===== config.mk =====
export PLATFORM = sky130hd
export DESIGN_NAME = lut_layer_scheduler
export DESIGN_NICKNAME = d
export VERILOG_FILES = /design/src/rtl/lut_layer_scheduler.sv
export SDC_FILE = /design/constraint.sdc
export NUM_CORES = 1
export LEC_CHECK = 0
export CAP_MARGIN = 20
export CORE_MARGIN = 2
export CORE_UTILIZATION = 45
export DETAILED_ROUTE_END_ITERATION = 8
export GPL_TIMING_DRIVEN = 1
export PLACE_DENSITY_LB_ADDON = 0.05
export SLEW_MARGIN = 20
export SYNTH_ARGS = -nofsm -noshare
export SYNTH_HDL_FRONTEND = slang
export SYNTH_SLANG_ARGS = --single-unit
export TNS_END_PERCENT = 1

===== constraint.sdc =====
create_clock -name clk -period 9.6 [get_ports clk]
set_clock_uncertainty 0.15 [all_clocks]
set_input_delay 2.88 -clock clk [delete_from_list [all_inputs] [get_ports clk]]
set_output_delay 2.88 -clock clk [all_outputs]
set_load 0.02 [all_outputs]

===== src/rtl/lut_layer_scheduler.sv =====
// ---------------------------------------------------------------------------
// lut_layer_scheduler
//   Time-multiplexed evaluator for one sparse LogicNets layer. A single shared
//   LUT-neuron engine computes N_NEURONS outputs, one neuron per cycle. Each
//   neuron's fan-in feature indices (connection table) and its truth table
//   live in distributed RAM, programmed through the config port while idle.
//
// Ports:
//   clk        rising-edge clock
//   rst        asynchronous active-low reset
//   cfg_we     config write strobe
//   cfg_sel    0 = truth table {neuron, lut_addr}, 1 = connection table
//              {neuron, slot} in the LSBs of cfg_addr
//   cfg_addr   config address
//   cfg_wdata  truth value (OUT_W LSBs) or feature index
//   cfg_err    one-cycle pulse when a config write is rejected
//   in_valid / in_ready / in_data     input feature vector handshake
//   out_valid / out_ready / out_data  result vector handshake
//   busy       high while evaluating or holding a result
//
// Optional build macro SCHED_PERF_CNT_EN adds output inf_count[15:0], a
// saturating count of completed output handshakes.
// ---------------------------------------------------------------------------
module lut_layer_scheduler #(
    parameter int N_IN      = 8,
    parameter int IN_W      = 2,
    parameter int FANIN     = 2,
    parameter int N_NEURONS = 8,
    parameter int OUT_W     = 2,
    localparam int A        = FANIN * IN_W,
    localparam int NW       = (N_NEURONS > 1) ? $clog2(N_NEURONS) : 1,
    localparam int SW       = (FANIN > 1) ? $clog2(FANIN) : 1,
    localparam int FW       = (N_IN > 1) ? $clog2(N_IN) : 1,
    localparam int WD       = (OUT_W > FW) ? OUT_W : FW
) (
    input  logic                       clk,
    input  logic                       rst,
    input  logic                       cfg_we,
    input  logic                       cfg_sel,
    input  logic [NW+A-1:0]            cfg_addr,
    input  logic [WD-1:0]              cfg_wdata,
    output logic                       cfg_err,
    input  logic                       in_valid,
    output logic                       in_ready,
    input  logic [N_IN*IN_W-1:0]       in_data,
    output logic                       out_valid,
    input  logic                       out_ready,
    output logic [N_NEURONS*OUT_W-1:0] out_data,
    output logic                       busy
`ifdef SCHED_PERF_CNT_EN
   ,output logic [15:0]                inf_count
`endif
);

    typedef enum logic [1:0] {
        S_IDLE,
        S_EVAL,
        S_DONE
    } state_t;

    state_t                  state;
    logic [NW-1:0]           cnt;
    logic [N_IN*IN_W-1:0]    in_reg;

    // Table RAMs are sized to the full address space so {neuron, slot} and
    // {neuron, lut_addr} can index them directly; they carry no reset.
    logic [FW-1:0]           conn_mem  [2**(NW+SW)];
    logic [OUT_W-1:0]        truth_mem [2**(NW+A)];

    logic                    in_fire;
    logic                    cfg_ok;
    logic [A-1:0]            lut_addr;
    logic [OUT_W-1:0]        lut_q;

    assign in_fire = in_valid && in_ready;
    // The input handshake has priority over a same-cycle config write.
    assign cfg_ok  = cfg_we && (state == S_IDLE) && !in_fire;

    // Gather the fan-in features of the current neuron; slot 0 lands in the
    // LSBs. An index outside the feature range reads feature 0.
    always_comb begin
        logic [FW-1:0] idx;
        lut_addr = '0;
        idx      = '0;
        for (int unsigned s = 0; s < FANIN; s++) begin
            idx = conn_mem[{cnt, SW'(s)}];
            if (32'(idx) < 32'(N_IN))
                lut_addr[s*IN_W +: IN_W] = in_reg[idx*IN_W +: IN_W];
            else
                lut_addr[s*IN_W +: IN_W] = in_reg[0 +: IN_W];
        end
    end

    assign lut_q = truth_mem[{cnt, lut_addr}];

    always_ff @(posedge clk) begin
        if (rst && cfg_ok) begin
            if (cfg_sel)
                conn_mem[cfg_addr[NW+SW-1:0]] <= cfg_wdata[FW-1:0];
            else
                truth_mem[cfg_addr] <= cfg_wdata[OUT_W-1:0];
        end
    end

    always_ff @(posedge clk or negedge rst) begin
        if (!rst) begin
            state     <= S_IDLE;
            in_ready  <= 1'b1;
            out_valid <= 1'b0;
            out_data  <= '0;
            busy      <= 1'b0;
            cfg_err   <= 1'b0;
            cnt       <= '0;
            in_reg    <= '0;
        end else begin
            cfg_err <= cfg_we && !cfg_ok;
            case (state)
                S_IDLE: begin
                    if (in_fire) begin
                        in_reg   <= in_data;
                        cnt      <= '0;
                        state    <= S_EVAL;
                        in_ready <= 1'b0;
                        busy     <= 1'b1;
                    end
                end
                S_EVAL: begin
                    out_data[cnt*OUT_W +: OUT_W] <= lut_q;
                    cnt <= cnt + 1'b1;
                    if (cnt == NW'(N_NEURONS - 1)) begin
                        state     <= S_DONE;
                        out_valid <= 1'b1;
                    end
                end
                S_DONE: begin
                    if (out_ready) begin
                        state     <= S_IDLE;
                        out_valid <= 1'b0;
                        busy      <= 1'b0;
                        in_ready  <= 1'b1;
                    end
                end
                default: begin
                    state     <= S_IDLE;
                    out_valid <= 1'b0;
                    busy      <= 1'b0;
                    in_ready  <= 1'b1;
                end
            endcase
        end
    end

`ifdef SCHED_PERF_CNT_EN
    always_ff @(posedge clk or negedge rst) begin
        if (!rst)
            inf_count <= '0;
        else if (out_valid && out_ready && (inf_count != 16'hFFFF))
            inf_count <= inf_count + 16'd1;
    end
`endif

endmodule


==> Word-level counts from Yosys, hierarchy flattened <==
Memories as Yosys holds them, arrays and structs flattened.
Cells that the tools add are included.
{ "classes": {"n_addsub": 2, "muxes": 21, "reduce_logical": 14, "eq_ne": 6, "shift": 4, "n_bitwise": 2} }
{ "ops": {"columns": ["cell", "count"], "rows": [
  ["$neg A4 Y34", 1],
  ["$shift A2 B34 Y16 const A", 1],
  ["$shiftx A2 B34 Y16", 1],
  ["$shiftx A16 B5 Y2", 2],
  ["$bwmux W16", 1],
  ["$mux W1", 11],
  ["$pmux W1 S3", 3],
  ["$reduce_and A3 Y1", 3],
  ["$mux W2", 3],
  ["$ne A2 B2 Y1 const B", 3],
  ["$pmux W2 S3", 1],
  ["$pmux W3 S2", 1],
  ["$logic_and A1 B1 Y1", 5],
  ["$reduce_and A2 Y1", 2],
  ["$add A3 B1 Y3 const B", 1],
  ["$eq A3 B3 Y1 const B", 1],
  ["$mux W3", 1],
  ["$eq A2 B1 Y1 const B", 1],
  ["$eq A2 B2 Y1 const B", 1],
  ["$logic_not A1 Y1", 2],
  ["$logic_not A2 Y1", 1],
  ["$not A1 Y1", 2],
  ["$reduce_bool A2 Y1", 1]
]} }
{ "word_totals": {"ff_bits": 41, "ramBits": 304, "in_bits": 32, "elab_cells": 59, "mem_count": 2} }
{ "mem_list": {"columns": ["name", "depth", "width", "rd", "rd_clocked_by_memory_dff", "write_ports", "line", "source"], "rows": [
  ["truth_mem", 128, 2, 1, 0, 1, "68", "logic [OUT_W-1:0] truth_mem [2**(NW+A)];"],
  ["conn_mem", 16, 3, 2, 0, 1, "67", "logic [FW-1:0] conn_mem [2**(NW+SW)];"]
]} }

==> Depth between registers and ports, before layout <==
{ "depth": {"ltp_word": 6, "mapped_depth": 16, "mapped_depth_nobuf": 11} }

==> Worst setup path before layout <==
No wires, ideal clock.
{ "synth_timing": {"path_type": "input port to flip-flop", "startpoint": "input port in_valid", "endpoint": "memory truth_mem[127][0] (enable)", "setup_time_ns": 0.312, "path_slack_ns": 4.888, "t_arrival_ns": 4.250, "path_stages": 6, "required_ns": 9.138, "path_cell_list": "a211oi_1 -> nand3_1 -> nor3b_1 -> nand3_1 -> clkbuf_1 -> nor2_1"} }
{ "synth_between": {"elab_chain_cells": 6} }
{ "synth_rtl": {"columns": ["element", "line", "source"], "rows": [
  ["from (decl)", "43", "input logic in_valid,"],
  ["$logic_and A1 B1 Y1", "75", "assign in_fire = in_valid && in_ready;"],
  ["$logic_not A1 Y1", "77", "assign cfg_ok = cfg_we && (state == S_IDLE) && !in_fire;"],
  ["$logic_and A1 B1 Y1", "77", null],
  ["$logic_and A1 B1 Y1", "97", "if (rst && cfg_ok) begin"],
  ["$mux W1", "97", null],
  ["$mux W1 (not written as such)", "101", "truth_mem[cfg_addr] <= cfg_wdata[OUT_W-1:0];"],
  ["to (decl)", "68", null]
]} }
No other way between the ends.

==> Worst setup path in the final report <==
{ "layout_timing": {"startpoint": "input port in_valid", "endpoint": "memory truth_mem[75][1] (enable)"} }
The elaborated chain is that of the path after synthesis.

==> flow_summary.yaml <==
outcome:
  outcome: "finished clean"
synthesis:
  post-synth-top-area-cell: "sky130_fd_sc_hd__edfxtp_1"
  number_of_different_library_cells_in_the_post_synthesis_netlist: 64
  post_synth_edffs: 304
  top_ff_cell_synth: "sky130_fd_sc_hd__edfxtp_1"
  synthTopCellsByArea: "sky130_fd_sc_hd__edfxtp_1, sky130_fd_sc_hd__dfrtp_1, sky130_fd_sc_hd__nor2_1"
  syn_inst: 1120
  post_synthesis_instance_area_um2: 15090
  seq_area_frac_synth_pct: 67.29
  yosysMostFrequentCell: "sky130_fd_sc_hd__edfxtp_1"
  async_reset_ff_share_pct: 11.88
  synth.cells.most_frequent: "sky130_fd_sc_hd__edfxtp_1, sky130_fd_sc_hd__nor2_1, sky130_fd_sc_hd__nand2_1"
  synth_area_per_cell_um2: 13.48
  yosys_warnings: 0
  postSynthRegisterBits: 345
  syn-num-nets: 1159
  synth_top_area_share_pct: 60.48
finish:
  largest_register_ff_count: 256
  max_flop_register: "truth_mem"
  layout_cell_share_with_drive_strength_beyond_1_pct: 10.72
  syn2layout_area_growth_pct: 12.85
  finish.net_count: 1193
  num_antenna_cells: 0
power_and_ir_drop:
  p_clk_share_pct: 20.9
  power_frac_seq_pct: 28.0
  cellLeakagePower_nw: 5.618
  sw_frac_of_total_pct: 44.02
  power.internal_mw: 3.574
  power_density_nw_per_um2: 374.8
  combinationalPowerShare_pct: 51.1
  ir_worst_vdd_uv: 457.9
  switchingPower_mw: 2.810
timing:
  rsz0062_at_grt: "no"
  finalSetupViolCount: 0
  layout_setup_ws_ps: 3793
  fin_crit_ps: 5807
  fmaxAchievable_ghz: 0.1722
  finalMaxSlewViolations: 0
  final.setup.tns_ps: 0
  fin_crit_sh_pct: 60.49
  slew_headroom_pct: 23.33
  timing.final.hold_violations: 0
  timing_worst_slew_pin_value_ps: 1147
die:
  io_pins: 52
  die_height_um: 187.1
  fp.dieArea_um2: 35020
  std_cell_rows: 67
  floorplan.core_area_um2: 33280
  die_x_um: 187.1
  start_util_pct: 45.35
critical_path:
  critical_path.max_fanout: 16
  worstPathRequired_ps: 9640
  worst-setup-path-type: "primary input to register"
  worst_path_most_repeated_cell: "sky130_fd_sc_hd__nand3_1"
  timing.critical_path.to_type: "register"
  arrival_ps: 5840
  delay_of_the_slowest_critical_path_stage_ps: 830
  crit_path_cell_trace: "clkdlybuf4s50_1, a211oi_1, nand3_1, nor3_1, nand3_1, nor2_1"
  worst_path_max_delay_cell: "sky130_fd_sc_hd__nand3_1"
  crit_path_start_kind: "primary input"
global_routing:
  grt_remaining_overflow: 0
  maximum_number_of_pins_on_one_net_before_global_route_repair: 85
  antenna_found_initial: 0
  grt_use_total_pct: 21.32
  grt_pass1_vias: 9556
  global_route_wire_length_before_repair_mm: 56.82
drt:
  drc_errors: 0
  detail_route.wl_per_cell_um: 23.00
  dr_total_vias: 9445
  post_route_antenna_net_violation_count: 0
  drt_pass1_iterations: 5
  detailedRoute.firstIterationViolations: 700
  final_wl_mm: 37.32
  route.detailed.vias_per_inst: 5.819
clock_network:
  tritoncts_clock_tree: "yes"
  post_cts.resized_instances: 0
  clockRootBuffer: "sky130_fd_sc_hd__clkbuf_16"
  postCtsSetupBuffers: 0
  hold_buffers: 0
  worstSkewPairLatency_ps: 520
  clkTransAtPathRegs_ps: 60
  cts_inserted_buffers: 38
  htree_levels: 2
  cts_max_path_buffers: 3
  clock_sink_count: 345
run:
  cap_violations: 0
place:
  hpwl_mm: 22.33
  gpl.final_weighted_congestion: 0.7592
  dp_worst_setup_slack_ps: 3273
  buffer_ports.inserted: 51
min_path:
  worst_hold_path_type: "register to register"
==> through the flow <==
step           power [mW]  std cells  hold WS (ps)  area (um2)  utilization [%]
2_1_floorplan       4.113       1120         351.9       15090                -
3_3_place_gp        5.074       1562         346.2       15910            47.81
3_5_place_dp        5.082       1562         356.2       15910            47.81
4_1_cts             6.435       1623         369.0       17030            51.18
5_1_grt             6.766       1623         386.9       17030            51.18
6_report            6.384       1623         366.6       17030            51.18
==> layout by cell type, fill, tap and decap left out, types with 9 or more instances in the layout <==
cell type | synthesis | final
sky130_fd_sc_hd__edfxtp_1 | 304 | 304
sky130_fd_sc_hd__nor2_1 | 165 | 164
sky130_fd_sc_hd__nand2_1 | 107 | 107
sky130_fd_sc_hd__and3_1 | 64 | 64
sky130_fd_sc_hd__clkdlybuf4s50_1 | 0 | 48
sky130_fd_sc_hd__a2111oi_0 | 43 | 43
sky130_fd_sc_hd__dfrtp_1 | 40 | 40
sky130_fd_sc_hd__clkbuf_16 | 0 | 38
sky130_fd_sc_hd__mux2i_1 | 29 | 29
sky130_fd_sc_hd__nand3_1 | 28 | 28
sky130_fd_sc_hd__o21ai_0 | 28 | 28
sky130_fd_sc_hd__mux2_2 | 25 | 25
sky130_fd_sc_hd__mux4_2 | 20 | 20
sky130_fd_sc_hd__a21oi_1 | 20 | 20
sky130_fd_sc_hd__a211oi_1 | 15 | 15
sky130_fd_sc_hd__nand4_1 | 15 | 15
sky130_fd_sc_hd__a31oi_1 | 13 | 13
sky130_fd_sc_hd__buf_4 | 2 | 13
sky130_fd_sc_hd__nor3_1 | 11 | 10
sky130_fd_sc_hd__nor2b_1 | 9 | 9
sky130_fd_sc_hd__nor4_1 | 9 | 9
==> critical path, delay by kind of cell <==
kind,cells,cell delay (ps)
AO/OA/AOI/OAI,1,570
buffers and inverters,1,450
AND/OR/NAND/NOR,4,1940
==> worst paths after layout <==
check | slack [ps] | from | depth (start not counted) | end
min reg2reg | 370 | busy | 1 | busy
min in group asynchronous | 2360 | rst | 1 | in_reg[15]
max in group asynchronous | 6330 | rst | 1 | out_data[4]
max reg2reg | 3810 | cnt[0] | 11 | out_data[8]
max | 3790 | in_valid | 6 | truth_mem[75][1]
min | 370 | busy | 1 | busy
==> cell type report <==
type	instances	area (um2)
timing repair buffer	62	583.1
multi-input combinational	701	4588
clock buffer	46	980.9
fill	2931	16250
sequential	345	10160
clock inverter	15	141.4
tap	448	560.5
inverter	6	22.52
==> routing by layer <==
layer / part of all wire [%] / vias to the layer above / global-route usage, %
li1: - / 4418 / -
met1: 44 / 4694 / 29.11
met2: 48 / 269 / 35.20
met3: 5.5 / 64 / 3.377
met4: 2.8 / 0 / 6.777
met5: 0 / - / 0
==> power by group through the flow <==
stage                     registers, mW  logic, mW  clock network (mW)
after floorplan                    1.82       2.29                   0
after global placement             1.82       3.26                   0
after detailed placement           1.82       3.26                   0
after CTS                          1.79       3.28                1.37
after global routing               1.80       3.54                1.42
final                              1.79       3.26                1.33
==> logic make-up after synthesis <==
logic type | after synthesis | share of synthesized area (%)
compound gates | 187 | 9.550
mux | 75 | 6.922
simple gates | 432 | 13.23
fa+ha+maj | 7 | 0.5803
flops | 345 | 67.29
buf+inv | 74 | 2.429
Note: power is estimated with default switching activity, not from simulation.
